**config.mk**
```make
export PLATFORM = sky130hd
export DESIGN_NAME = mem_stage
export DESIGN_NICKNAME = d
export VERILOG_FILES = /design/src/rtl/pipe_pkg.sv /design/src/rtl/mem_timeout_cnt.sv /design/src/rtl/mem_stage.sv
export SDC_FILE = /design/constraint.sdc
export NUM_CORES = 1
export LEC_CHECK = 0
export ABC_CLOCK_PERIOD_IN_PS = 2100
export BUFFER_PORTS_ARGS = -buffer_cell sky130_fd_sc_hd__buf_2
export CORE_MARGIN = 4
export CORE_UTILIZATION = 38
export DETAILED_ROUTE_END_ITERATION = 6
export GPL_TIMING_DRIVEN = 0
export PLACE_DENSITY = 0.75
export SLEW_MARGIN = 20
export SYNTH_ARGS = -nofsm -noshare
export SYNTH_HDL_FRONTEND = slang
export SYNTH_SLANG_ARGS = --single-unit
export TNS_END_PERCENT = 50
```
**constraint.sdc**
```tcl
create_clock -name clk -period 2.1 [get_ports clk]
set_clock_uncertainty 0.15 [all_clocks]
set_input_delay 0.105 -clock clk [delete_from_list [all_inputs] [get_ports clk]]
set_output_delay 0.105 -clock clk [all_outputs]
set_load 0.01 [all_outputs]
```
**src/rtl/pipe_pkg.sv**
```systemverilog
// Shared pipeline definitions: MEM stage state encoding and default datapath widths.
package pipe_pkg;

    localparam int unsigned DEF_DATA_W = 32;
    localparam int unsigned DEF_REG_W  = 5;

    typedef enum logic {
        MEM_IDLE   = 1'b0,
        MEM_ACCESS = 1'b1
    } mem_state_t;

endpackage

```
**src/rtl/mem_timeout_cnt.sv**
```systemverilog
// Clear/enable cycle counter for the data-memory handshake watchdog.
// term flags the enabled cycle whose increment reaches TIMEOUT.
module mem_timeout_cnt #(
    parameter int unsigned TIMEOUT = 255
) (
    input  logic clk,
    input  logic rst_n,
    input  logic clear,
    input  logic en,
    output logic term
);

    localparam int unsigned CNT_W = $clog2(TIMEOUT + 1);
    localparam logic [CNT_W-1:0] LAST = CNT_W'(TIMEOUT - 1);

    logic [CNT_W-1:0] count;

    always_ff @(posedge clk or negedge rst_n) begin
        if (!rst_n) begin
            count <= '0;
        end else if (clear) begin
            count <= '0;
        end else if (en) begin
            count <= count + 1'b1;
        end
    end

    assign term = en && (count == LAST);

endmodule

```
**src/rtl/mem_stage.sv**
```systemverilog
// MEM pipeline stage: registers EX results, runs data-memory req/ack accesses
// with stall and timeout, and presents registered writeback fields to WB.
module mem_stage
    import pipe_pkg::*;
#(
    parameter int unsigned DATA_W  = DEF_DATA_W,
    parameter int unsigned ADDR_W  = 16,
    parameter int unsigned REG_W   = DEF_REG_W,
    parameter int unsigned TIMEOUT = 255
) (
    input  logic              clk,
    input  logic              rst_n,
    input  logic              in_valid,
    input  logic [DATA_W-1:0] alu_result,
    input  logic [DATA_W-1:0] store_data,
    input  logic              mem_re,
    input  logic              mem_we,
    input  logic              reg_we,
    input  logic [REG_W-1:0]  dst_reg,
    input  logic              flush,
    output logic              stall_out,
    output logic              dmem_req,
    output logic              dmem_we,
    output logic [ADDR_W-1:0] dmem_addr,
    output logic [DATA_W-1:0] dmem_wdata,
    input  logic              dmem_ack,
    input  logic [DATA_W-1:0] dmem_rdata,
    output logic              wb_valid,
    output logic              wb_reg_we,
    output logic [REG_W-1:0]  wb_dst_reg,
    output logic [DATA_W-1:0] wb_data,
    output logic              mem_err
);

    mem_state_t       state;
    logic             mem_op;
    logic             aligned;
    logic             start;
    logic             timeout_hit;
    logic             kill_q;
    logic             reg_we_q;
    logic [REG_W-1:0] dst_q;
    logic             unused_hi;

    assign mem_op    = in_valid && (mem_re || mem_we) && !flush;
    assign aligned   = (alu_result[1:0] == 2'b00);
    assign start     = (state == MEM_IDLE) && mem_op && aligned;
    // Upstream is released in the cycle the access ends, by ack or by timeout.
    assign stall_out = start || ((state == MEM_ACCESS) && !dmem_ack && !timeout_hit);
    assign unused_hi = ^alu_result[DATA_W-1:ADDR_W+2];

    mem_timeout_cnt #(
        .TIMEOUT(TIMEOUT)
    ) u_timeout (
        .clk  (clk),
        .rst_n(rst_n),
        .clear(state != MEM_ACCESS),
        .en   ((state == MEM_ACCESS) && !dmem_ack),
        .term (timeout_hit)
    );

    always_ff @(posedge clk or negedge rst_n) begin
        if (!rst_n) begin
            state      <= MEM_IDLE;
            dmem_req   <= 1'b0;
            dmem_we    <= 1'b0;
            dmem_addr  <= '0;
            dmem_wdata <= '0;
            kill_q     <= 1'b0;
            reg_we_q   <= 1'b0;
            dst_q      <= '0;
            wb_valid   <= 1'b0;
            wb_reg_we  <= 1'b0;
            wb_dst_reg <= '0;
            wb_data    <= '0;
            mem_err    <= 1'b0;
        end else begin
            wb_valid   <= 1'b0;
            wb_reg_we  <= 1'b0;
            wb_dst_reg <= '0;
            wb_data    <= '0;
            mem_err    <= 1'b0;
            case (state)
                MEM_IDLE: begin
                    if (mem_op) begin
                        if (aligned) begin
                            state      <= MEM_ACCESS;
                            dmem_req   <= 1'b1;
                            dmem_we    <= mem_we;
                            dmem_addr  <= alu_result[ADDR_W+1:2];
                            dmem_wdata <= store_data;
                            dst_q      <= dst_reg;
                            reg_we_q   <= reg_we && !mem_we;
                            kill_q     <= 1'b0;
                        end else begin
                            mem_err <= 1'b1;
                        end
                    end else if (in_valid && !flush) begin
                        wb_valid   <= 1'b1;
                        wb_reg_we  <= reg_we;
                        wb_dst_reg <= dst_reg;
                        wb_data    <= alu_result;
                    end
                end
                MEM_ACCESS: begin
                    kill_q <= kill_q || flush;
                    if (dmem_ack) begin
                        state    <= MEM_IDLE;
                        dmem_req <= 1'b0;
                        if (!(kill_q || flush)) begin
                            wb_valid   <= 1'b1;
                            wb_reg_we  <= reg_we_q;
                            wb_dst_reg <= dst_q;
                            wb_data    <= dmem_we ? '0 : dmem_rdata;
                        end
                    end else if (timeout_hit) begin
                        state    <= MEM_IDLE;
                        dmem_req <= 1'b0;
                        mem_err  <= 1'b1;
                    end
                end
                default: state <= MEM_IDLE;
            endcase
        end
    end

endmodule
```
**After elaboration in Yosys (flattened, before gate mapping)**

Index checks and enable logic that the tools add are counted.

- Bits of input ports: 109
- Output and inout port bits: 91
- Bits in registers: 106
- Logic and storage cells: 82

- Equal/unequal tests: 5
- Reductions and logical operators: 20
- Muxes and demuxes: 41
- Bitwise gates (word level): 1
- Add/subtract/negate cells: 1

Operators by type and width:

| operator | count |
|---|---|
| $mux 32 | 5 |
| $pmux 32 s2 | 1 |
| $mux 1 | 22 |
| $mux 5 | 4 |
| $mux 8 | 2 |
| $pmux 1 s2 | 6 |
| $pmux 5 s2 | 1 |
| $logic_and 1x1->1 | 9 |
| $add 8x1->8 const B | 1 |
| $eq 8x8->1 const B | 1 |
| $reduce_and 3->1 | 2 |
| $logic_not 1->1 | 4 |
| $ne 2x2->1 const B | 2 |
| $logic_or 1x1->1 | 3 |
| $ne 3x2->1 const B | 1 |
| $logic_not 2->1 | 1 |
| $ne 2x1->1 const B | 1 |
| $reduce_and 2->1 | 1 |
| $not 1->1 | 1 |

**Logic depth before layout (Yosys ltp)**

Gate-level depths: netlist of the first run.

- Word-level depth: 6
- Depth in mapped cells: 7
- Gate-level depth less buffers: 5

**Cells and area by module**

A second synthesis of the first run with hierarchy kept.

- Cells, all modules: 267
- Area total of the unflattened synthesis: 4082.7 um^2

Modules (own cells, without submodules):

| module | sequential area each (um^2) | times used | cells an instance | area an instance (um^2) |
|---|---|---|---|---|
| mem_stage | 2452.4 | 1 | 226 | 3671.0 |
| mem_timeout_cnt | 200.2 | 1 | 41 | 411.6 |

**Least setup slack after synthesis of the first run**

No wires, ideal clock.

- Path type: register -> register
- From: register state
- To: register dmem_wdata[10]
- Arrival time: 1.334 ns
- Data required time: 1.825 ns
- Setup time: 0.125 ns
- Cell stages (with the launch flop): 6
- Clock period less this slack: 1.609 ns
- Setup slack: 0.491 ns
- Buffers on the path: 2
- Cell sequence: dfrtp_1 -> nor3b_2 -> o211ai_2 -> buf_6 -> buf_6 -> mux2_4

- Cells in the longest elaborated chain, start to end: 2

Ends and longest elaborated chain:

| what | line | source |
|---|---|---|
| from (decl) | mem_stage.sv:35 | `mem_state_t state;` |
| from (signal assigned) | mem_stage.sv:64 | `state <= MEM_IDLE;` |
| from (signal assigned) | mem_stage.sv:87 | `state <= MEM_ACCESS;` |
| from (signal assigned) | mem_stage.sv:108 | `state <= MEM_IDLE;` |
| $not 1->1 (no line) | -- |  |
| $reduce_and 3->1 (no line) | -- |  |
| to (signal assigned) | mem_stage.sv:91 | `dmem_wdata <= store_data;` |
| to (decl) | mem_stage.sv:25 | `output logic [DATA_W-1:0] dmem_wdata,` |

No other way between the ends.
A chain may end at the register's enable or synchronous reset.

**Worst setup path after layout of the first run**

- From: input port flush
- To: register wb_data[26]

- Cells in the longest elaborated chain, start to end: 5
- Elaborated cells on any way between the ends: 9
- Those cells by class: mux: 5; reduce/logical: 4

Ends and longest elaborated chain:

| what | line | source |
|---|---|---|
| from (decl) | mem_stage.sv:20 | `input logic flush,` |
| $logic_not 1->1 | mem_stage.sv:45, mem_stage.sv:98 |  |
| $logic_and 1x1->1 | mem_stage.sv:98 | `end else if (in_valid && !flush) begin` |
| $mux 32 | mem_stage.sv:98 |  |
| $mux 32 | mem_stage.sv:85 | `if (mem_op) begin` |
| $pmux 32 s2 (*) | mem_stage.sv:83 | `case (state)` |
| to (signal assigned) | mem_stage.sv:102 | `wb_data <= alu_result;` |
| to (signal assigned) | mem_stage.sv:114 | `wb_data <= dmem_we ? '0 : dmem_rdata;` |
| to (decl) | mem_stage.sv:31 | `output logic [DATA_W-1:0] wb_data,` |

Mark *: on every way between the ends. The rest lies on a longest branch, timed or not.

==> metrics.yaml, run 1 <==
cts_made_buffers: 9
number_of_antenna_violations_at_the_first_check_in_global_routing: 0
drt_first_iter_violations: 168
timing_max_transition_violations_final: 0
cts_max_level: 3
synthAdderAreaFrac_pct: 0.608
timing.max_slew.rel_slack_pct: 66.7
placedInstanceArea_um2: 5310
worst_skew_pair_latency_ps: 360
min-delay-path-class: "primary input to asynchronous set/reset pin"
synth_compound_gate_area_share_pct: 10.6
ys_async_sr_fraction_pct: 100
grt_pass1_vias: 3851
yosys_top_cell_by_area: "sky130_fd_sc_hd__dfrtp_1"
critical_path.endpoint: "wb_data[26]"
status: "complete, no violations"
die_width_um: 112
overall_global_routing_resource_usage_pct: 19.3
floorplan.initialDensity_pct: 39.5
residual_drc_count: 0
grt_setup_unrepaired: "no"
syn_area_per_cell_um2: 15.4
chipHeight_um: 112
max_freq_ghz: 0.509
fp.coreArea_um2: 10400
postSynthCellCount: 268
crit_arrival_ps: 2110
grt_pass1_wl_mm: 19.3
worst_setup_path_end_kind: "flop"
viasPerCell: 4.82
muxShareOfSynthArea_pct: 15.6
layout_cells_sized_above_1_pct: 49.3
fin_hold_ws_ps: 118
finalHoldViolCount: 0
cellPowerDensity_nw_per_um2: 755
clock_tree_from_tritoncts: "yes"
cts-root-to-sink-buffers: 2
finalCoreUtilization_pct: 63.9
multi_input_area_um2: 1330
clk_pin_slew_worst_paths_ps: 90
layout_top_registers: "dmem_wdata x32, wb_data x32, dmem_addr x16"
ant_nets: 0
seqCellArea_um2: 2650
worstPathRequired_ps: 2250
worstMarginPinSlew_ps: 499
max_cap_violations: 0
distinct_cell_type_count_of_the_synthesized_netlist: 33
nets: 701
num_rows: 37
synth_ff_type: "sky130_fd_sc_hd__dfrtp_1"
dp_hpwl_mm: 7.85
vdd_ir_drop_max_uv: 428
post-route-min-period_ps: 1970
finalSetupViolations: 0
synth_top_family_by_area: "multiplexers"
totalPowerFinal_mw: 5.03
drt_first_pass_iters: 5
io_buffer_count: 198
synth-xor-area-share_pct: 0.638
num_antenna_cells: 0
postSynthNetCount: 379
nFillCells: 762
layout.cell_area.non_filler_um2: 6660
io-pin-count: 200
clock_tree.root_cell: "sky130_fd_sc_hd__clkbuf_8"
postRouteWirelength_mm: 12.2
pin_count_of_the_biggest_net_entering_global_routing: 57
wl_per_cell_um: 16.8
timing.critical_path.fanout_max: 10
startpoint: "flush"
synth.yosys.warnings: 0
grt-ovfl-total: 0
num_vias: 3518
synthesis.area_um2: 4120
critical_path.startpoint_type: "primary input"
post_synth_main_area_contributors: "sky130_fd_sc_hd__dfrtp_1 (64%), sky130_fd_sc_hd__mux2_2 (13%), sky130_fd_sc_hd__a22o_1 (8.1%)"
postSynthRegisterBits: 106
regToRegStartpoint: "state"
period_share_pct: 93.6
synthToLayoutAreaGrowth_pct: 61.7
die_area_um2: 12600
worstSetupPathType: "primary input to flop"
synth_edf_count: 0
worstReg2RegEnd: "wb_data[26]"
clock-sinks: 106
leakage_power_nw: 3.42
gp_congestion: 0.868
yosys.area_share.simple_pct: 4.83
seq_area_frac_synth_pct: 64.4
worst-r2r-setup-slack_ps: 140
r2r.worst_path.cells: 5
yosysTopAreaCellShare_pct: 64.4
[layer usage]
layer,wire length (um),up-vias,GRT usage (%)
li1,-,1610,-
met1,4620,1707,21.8
met2,6220,168,33.6
met3,966,33,5.44
met4,425,0,8.89
met5,0,-,0
[timing repair]
action	CTS	global route
gates cloned	0	0
gates resized for setup	0	1
hold buffers	108	0
endpoints found under the hold margin	205	0
pin swaps	1	1
buffers inserted	0	5
endpoints found under the setup margin	1	8
[per-stage QoR]
stage | TNS, ps | std cells | worst slack [ps]
after floorplan | 0 | 268 | 491
after detailed placement | 0 | 603 | 106
after global placement | -33800 | 602 | -326
after CTS | 0 | 726 | 5.70
final | 0 | 730 | 135
after global routing | 0 | 730 | 12.8
[power breakdown]
| part | leakage [nW] | total [mW] | switching, mW | internal (mW) |
|---|---|---|---|---|
| clock | 0.118 | 1.49 | 0.674 | 0.816 |
| sequential | 1.37 | 2.46 | 0.142 | 2.32 |
| combinational | 1.94 | 1.08 | 0.463 | 0.614 |
[worst max-delay path, stage by stage]
cell	delay (ps)
sky130_fd_sc_hd__dlygate4sd3_1	530
sky130_fd_sc_hd__buf_2	140
sky130_fd_sc_hd__nor3b_2	250
sky130_fd_sc_hd__nor3b_2	380
sky130_fd_sc_hd__buf_2	310
sky130_fd_sc_hd__buf_4	230
sky130_fd_sc_hd__a22o_1	170
[cell usage after synthesis, drive strengths merged (2+ instances only)]
| cell | number |
|---|---|
| dfrtp | 106 |
| nor3b | 2 |
| clkbuf | 3 |
| nor2b | 3 |
| inv | 2 |
| o21ai | 6 |
| buf | 14 |
| nand2b | 2 |
| nor2 | 2 |
| or3 | 3 |
| ha | 2 |
| a22o | 38 |
| and2 | 5 |
| a21boi | 4 |
| xnor2 | 3 |
| mux2 | 55 |
| nand3 | 2 |
| nand2 | 5 |
[cells by family after synthesis]
group | after synthesis
xor gates and xnor gates | 3
AOI/OAI and AO/OA | 53
muxes | 55
buffers and inverters | 19
adders and majority gates | 2
DFF | 106
and+or+nand+nor | 30
[final cells by class]
| class | instances | share of cell area (%) |
|---|---|---|
| Multi-Input combinational cell | 143 | 20.0 |
| Inverter | 2 | 0.113 |
| Sequential cell | 106 | 39.8 |
| Timing Repair Buffer | 312 | 32.2 |
| Tap cell | 136 | 2.55 |
| Buffer | 16 | 1.75 |
| Clock buffer | 10 | 2.07 |
| Clock inverter | 5 | 1.54 |
[cells in the final DEF, fill, tap and decap left out, types with 2 or more instances in the layout]
cell type,synthesis,routed
sky130_fd_sc_hd__buf_2,6,203
sky130_fd_sc_hd__dlygate4sd3_1,0,108
sky130_fd_sc_hd__dfrtp_1,106,106
sky130_fd_sc_hd__mux2_2,49,49
sky130_fd_sc_hd__a22o_1,38,38
sky130_fd_sc_hd__clkbuf_8,0,10
sky130_fd_sc_hd__buf_6,7,7
sky130_fd_sc_hd__buf_4,1,6
sky130_fd_sc_hd__mux2_4,6,6
sky130_fd_sc_hd__nand2_1,5,5
sky130_fd_sc_hd__o21ai_0,6,5
sky130_fd_sc_hd__and2_1,5,5
sky130_fd_sc_hd__a21boi_0,4,4
sky130_fd_sc_hd__clkbuf_1,3,3
sky130_fd_sc_hd__or3_1,3,3
sky130_fd_sc_hd__xnor2_1,3,3
sky130_fd_sc_hd__bufinv_16,0,3
sky130_fd_sc_hd__inv_1,2,2
sky130_fd_sc_hd__nor3b_2,2,2
sky130_fd_sc_hd__nand3_1,2,2
sky130_fd_sc_hd__nor2b_1,2,2
sky130_fd_sc_hd__nor2_1,2,2
sky130_fd_sc_hd__nand2b_1,2,2
sky130_fd_sc_hd__ha_1,2,2
[worst min path at each step]
stage,startpoint,end,cells after the start
finish,rst_n,wb_data[27],2
detailed placement,rst_n,wb_data[27],1
global placement,dmem_rdata[8],wb_data[8],2
global route,rst_n,wb_data[26],2
floorplan,rst_n,dmem_addr[0],0
CTS,rst_n,wb_data[27],2
(Power assumes the default switching activity.)
==> run 2, diff against run 1 <==
Settings changed: ABC_AREA set to 1, PLACE_DENSITY 0.75 to 0.74.
==> run 2 against run 1 <==
Against the previous run: global-route usage increased by 4.3 points; total power increased by 5.7%; first-iteration DRC count increased to 2.5 times the previous value; sequential cell count unchanged; design area increased by 6.2%.
==> metrics.yaml, run 2 <==
post_synth_main_area_contributors: "sky130_fd_sc_hd__dfrtp_1 (61%), sky130_fd_sc_hd__nand2_1 (13%), sky130_fd_sc_hd__o21ai_0 (5.3%)"
residual_drc_count: 0
clock-sinks: 106
timing.critical_path.fanout_max: 10
seqCellArea_um2: 2650
number_of_antenna_violations_at_the_first_check_in_global_routing: 0
yosys_top_cell_by_area: "sky130_fd_sc_hd__dfrtp_1"
cpMaxStageDelayCell: "sky130_fd_sc_hd__dlygate4sd3_1"
globalRouteMet1Util_pct: 28.5
period_share_pct: 97.4
postSynthCellCount: 463
fin_cells: 937
clk_pin_slew_worst_paths_ps: 70
io-pin-count: 200
seq_area_frac_synth_pct: 61.0
worstPathRequired_ps: 2230
overall_global_routing_resource_usage_pct: 23.6
post-synth-top-count-cell: "sky130_fd_sc_hd__nand2_1"
synth.top_cells.by_count: "sky130_fd_sc_hd__nand2_1 (150), sky130_fd_sc_hd__dfrtp_1 (106), sky130_fd_sc_hd__inv_1 (50), sky130_fd_sc_hd__o21ai_0 (46), sky130_fd_sc_hd__nand3_1 (27)"
worstMarginPinSlew_ps: 473
cellPowerDensity_nw_per_um2: 751
chipHeight_um: 115
synth_ff_type: "sky130_fd_sc_hd__dfrtp_1"
multi_input_area_um2: 1350
postSynthNetCount: 574
grt_setup_unrepaired: "yes"
post-route-min-period_ps: 2050
wl_per_cell_um: 16.5
cp_cell_sequence: "dlygate4sd3_1, buf_2, or2_4, nor2_4, buf_8, buf_6, nand3_2, o21ai_2, dlygate4sd3_1"
grt_pass1_wl_mm: 24.2
layout.cells.most_common: "sky130_fd_sc_hd__buf_2"
nets: 903
finalSetupViolations: 0
max_freq_ghz: 0.489
yosysTopAreaCellShare_pct: 61.0
dp_hpwl_mm: 9.38
finalHoldViolCount: 0
ys_async_sr_fraction_pct: 100
worst_setup_path_end_kind: "flop"
dp_cells: 803
cts-root-to-sink-buffers: 2
gr-max-usage-layer: "met2"
clock_tree.root_cell: "sky130_fd_sc_hd__clkbuf_16"
grt_pass1_vias: 4709
leakage_power_nw: 3.92
fin_tns_setup_ps: 0
drt_first_iter_violations: 427
timing.max_slew.rel_slack_pct: 68.5
distinct_cell_type_count_of_the_synthesized_netlist: 26
synth_edf_count: 0
ant_nets: 0
highest_count_cells_in_the_layout_ignoring_fill_and_taps: "sky130_fd_sc_hd__buf_2 (203), sky130_fd_sc_hd__nand2_1 (150), sky130_fd_sc_hd__dlygate4sd3_1 (117)"
crit_top_cell: "sky130_fd_sc_hd__dlygate4sd3_1"
clock_tree_from_tritoncts: "yes"
vdd_ir_drop_max_uv: 422
fin_hold_ws_ps: 54.4
fp.coreArea_um2: 11000
num_antenna_cells: 0
grt_util_met2_pct: 40.8
globalRouteMet3Util_pct: 5.53
num_vias: 4538
status: "complete, no violations"
io_buffer_count: 199
drt_first_pass_iters: 5
slowest_delay_ps: 560
synthesis.area_um2: 4350
floorplan.initialDensity_pct: 39.4
num_rows: 38
die_area_um2: 13200
syn_area_per_cell_um2: 9.39
viasPerCell: 4.84
layout_cells_sized_above_1_pct: 33.4
die_width_um: 115
synth.yosys.warnings: 0
grt-ovfl-total: 0
nFillCells: 832
placedInstanceArea_um2: 5550
min-delay-path-class: "primary input to flop"
synthToLayoutAreaGrowth_pct: 62.7
worst_skew_pair_latency_ps: 340
postRouteWirelength_mm: 15.5
worstSetupPathType: "primary input to flop"
crit_arrival_ps: 2170
cts_made_buffers: 9
pin_count_of_the_biggest_net_entering_global_routing: 60
layout.cell_area.non_filler_um2: 7070
cts_max_level: 3
gp_congestion: 0.878
layout_top_registers: "dmem_wdata x32, wb_data x32, dmem_addr x16"
timing_max_transition_violations_final: 0
critical_path.startpoint_type: "primary input"
postSynthRegisterBits: 106
max_cap_violations: 0
==> run 2: changes by cell type after synthesis, sizes merged, moves of 5 or more <==
cell   previous run  this run
a22o             38         0
nor2              2        15
nand2             5       152
mux2             55         0
buf              14        19
and2              5         0
o21ai             6        65
inv               2        52
nand3             2        38
==> run 2: repair_timing <==
action | CTS | global route
buffers inserted | 0 | 1
hold endpoints to repair | 204 | 0
hold buffers | 119 | 0
resized for setup | 0 | 12
setup endpoints to repair | 0 | 24
==> run 2: power by group <==
| group | internal [mW] | switching, mW |
|---|---|---|
| combinational | 0.522 | 0.619 |
| sequential | 2.30 | 0.145 |
| clock | 0.937 | 0.786 |
| total | 3.76 | 1.55 |
==> run 2: metal layers <==
metal	vias up	part of all wire, %
met5	-	0
met4	0	3.0
met3	38	8.7
met2	260	50
met1	2131	38
li1	2109	-
==> run 2: final cells by class <==
cell class | count | share of cell area, %
plain buffers | 23 | 2.53
clock buffers | 9 | 3.18
clock inverters | 7 | 1.06
inverters | 52 | 2.76
multi-input cells | 282 | 19.1
flip-flops and latches | 106 | 37.5
well taps | 140 | 2.48
repair buffers | 318 | 31.4
==> run 2: final timing paths <==
kind / start / to / slack, ps / depth (start not counted)
max reg2reg: state / wb_data[23] / 100 / 8
max in group asynchronous: rst_n / wb_dst_reg[3] / 1050 / 3
max: flush / wb_data[23] / 50 / 9
min: in_valid / mem_err / 50 / 5
min reg2reg: dmem_wdata[24] / dmem_wdata[24] / 330 / 2
min in group asynchronous: rst_n / wb_data[7] / 100 / 2
==> run 2: critical path, delay by kind of cell <==
family	cells	cell delay, ps
buffers and inverters	5	1520
AOI/OAI and AO/OA	1	70
and+or+nand+nor	3	460
==> run 2: through the flow <==
stage	util [%]	setup WS [ps]	total power [mW]
after global placement	50.0	-334	3.38
after detailed placement	50.3	510	3.42
after CTS	63.9	17.1	5.30
final	64.1	53.8	5.31
after global routing	64.1	-16.7	5.57
after floorplan	-	800	2.90
==> run 2: cells by family after synthesis <==
family	after synthesis	share of synthesized area, %
AO/OA/AOI/OAI	71	9.09
adder cells (fa/ha/maj)	2	0.575
buffers and inverters	75	8.23
flip-flops	106	61.0
AND/OR/NAND/NOR	209	21.1
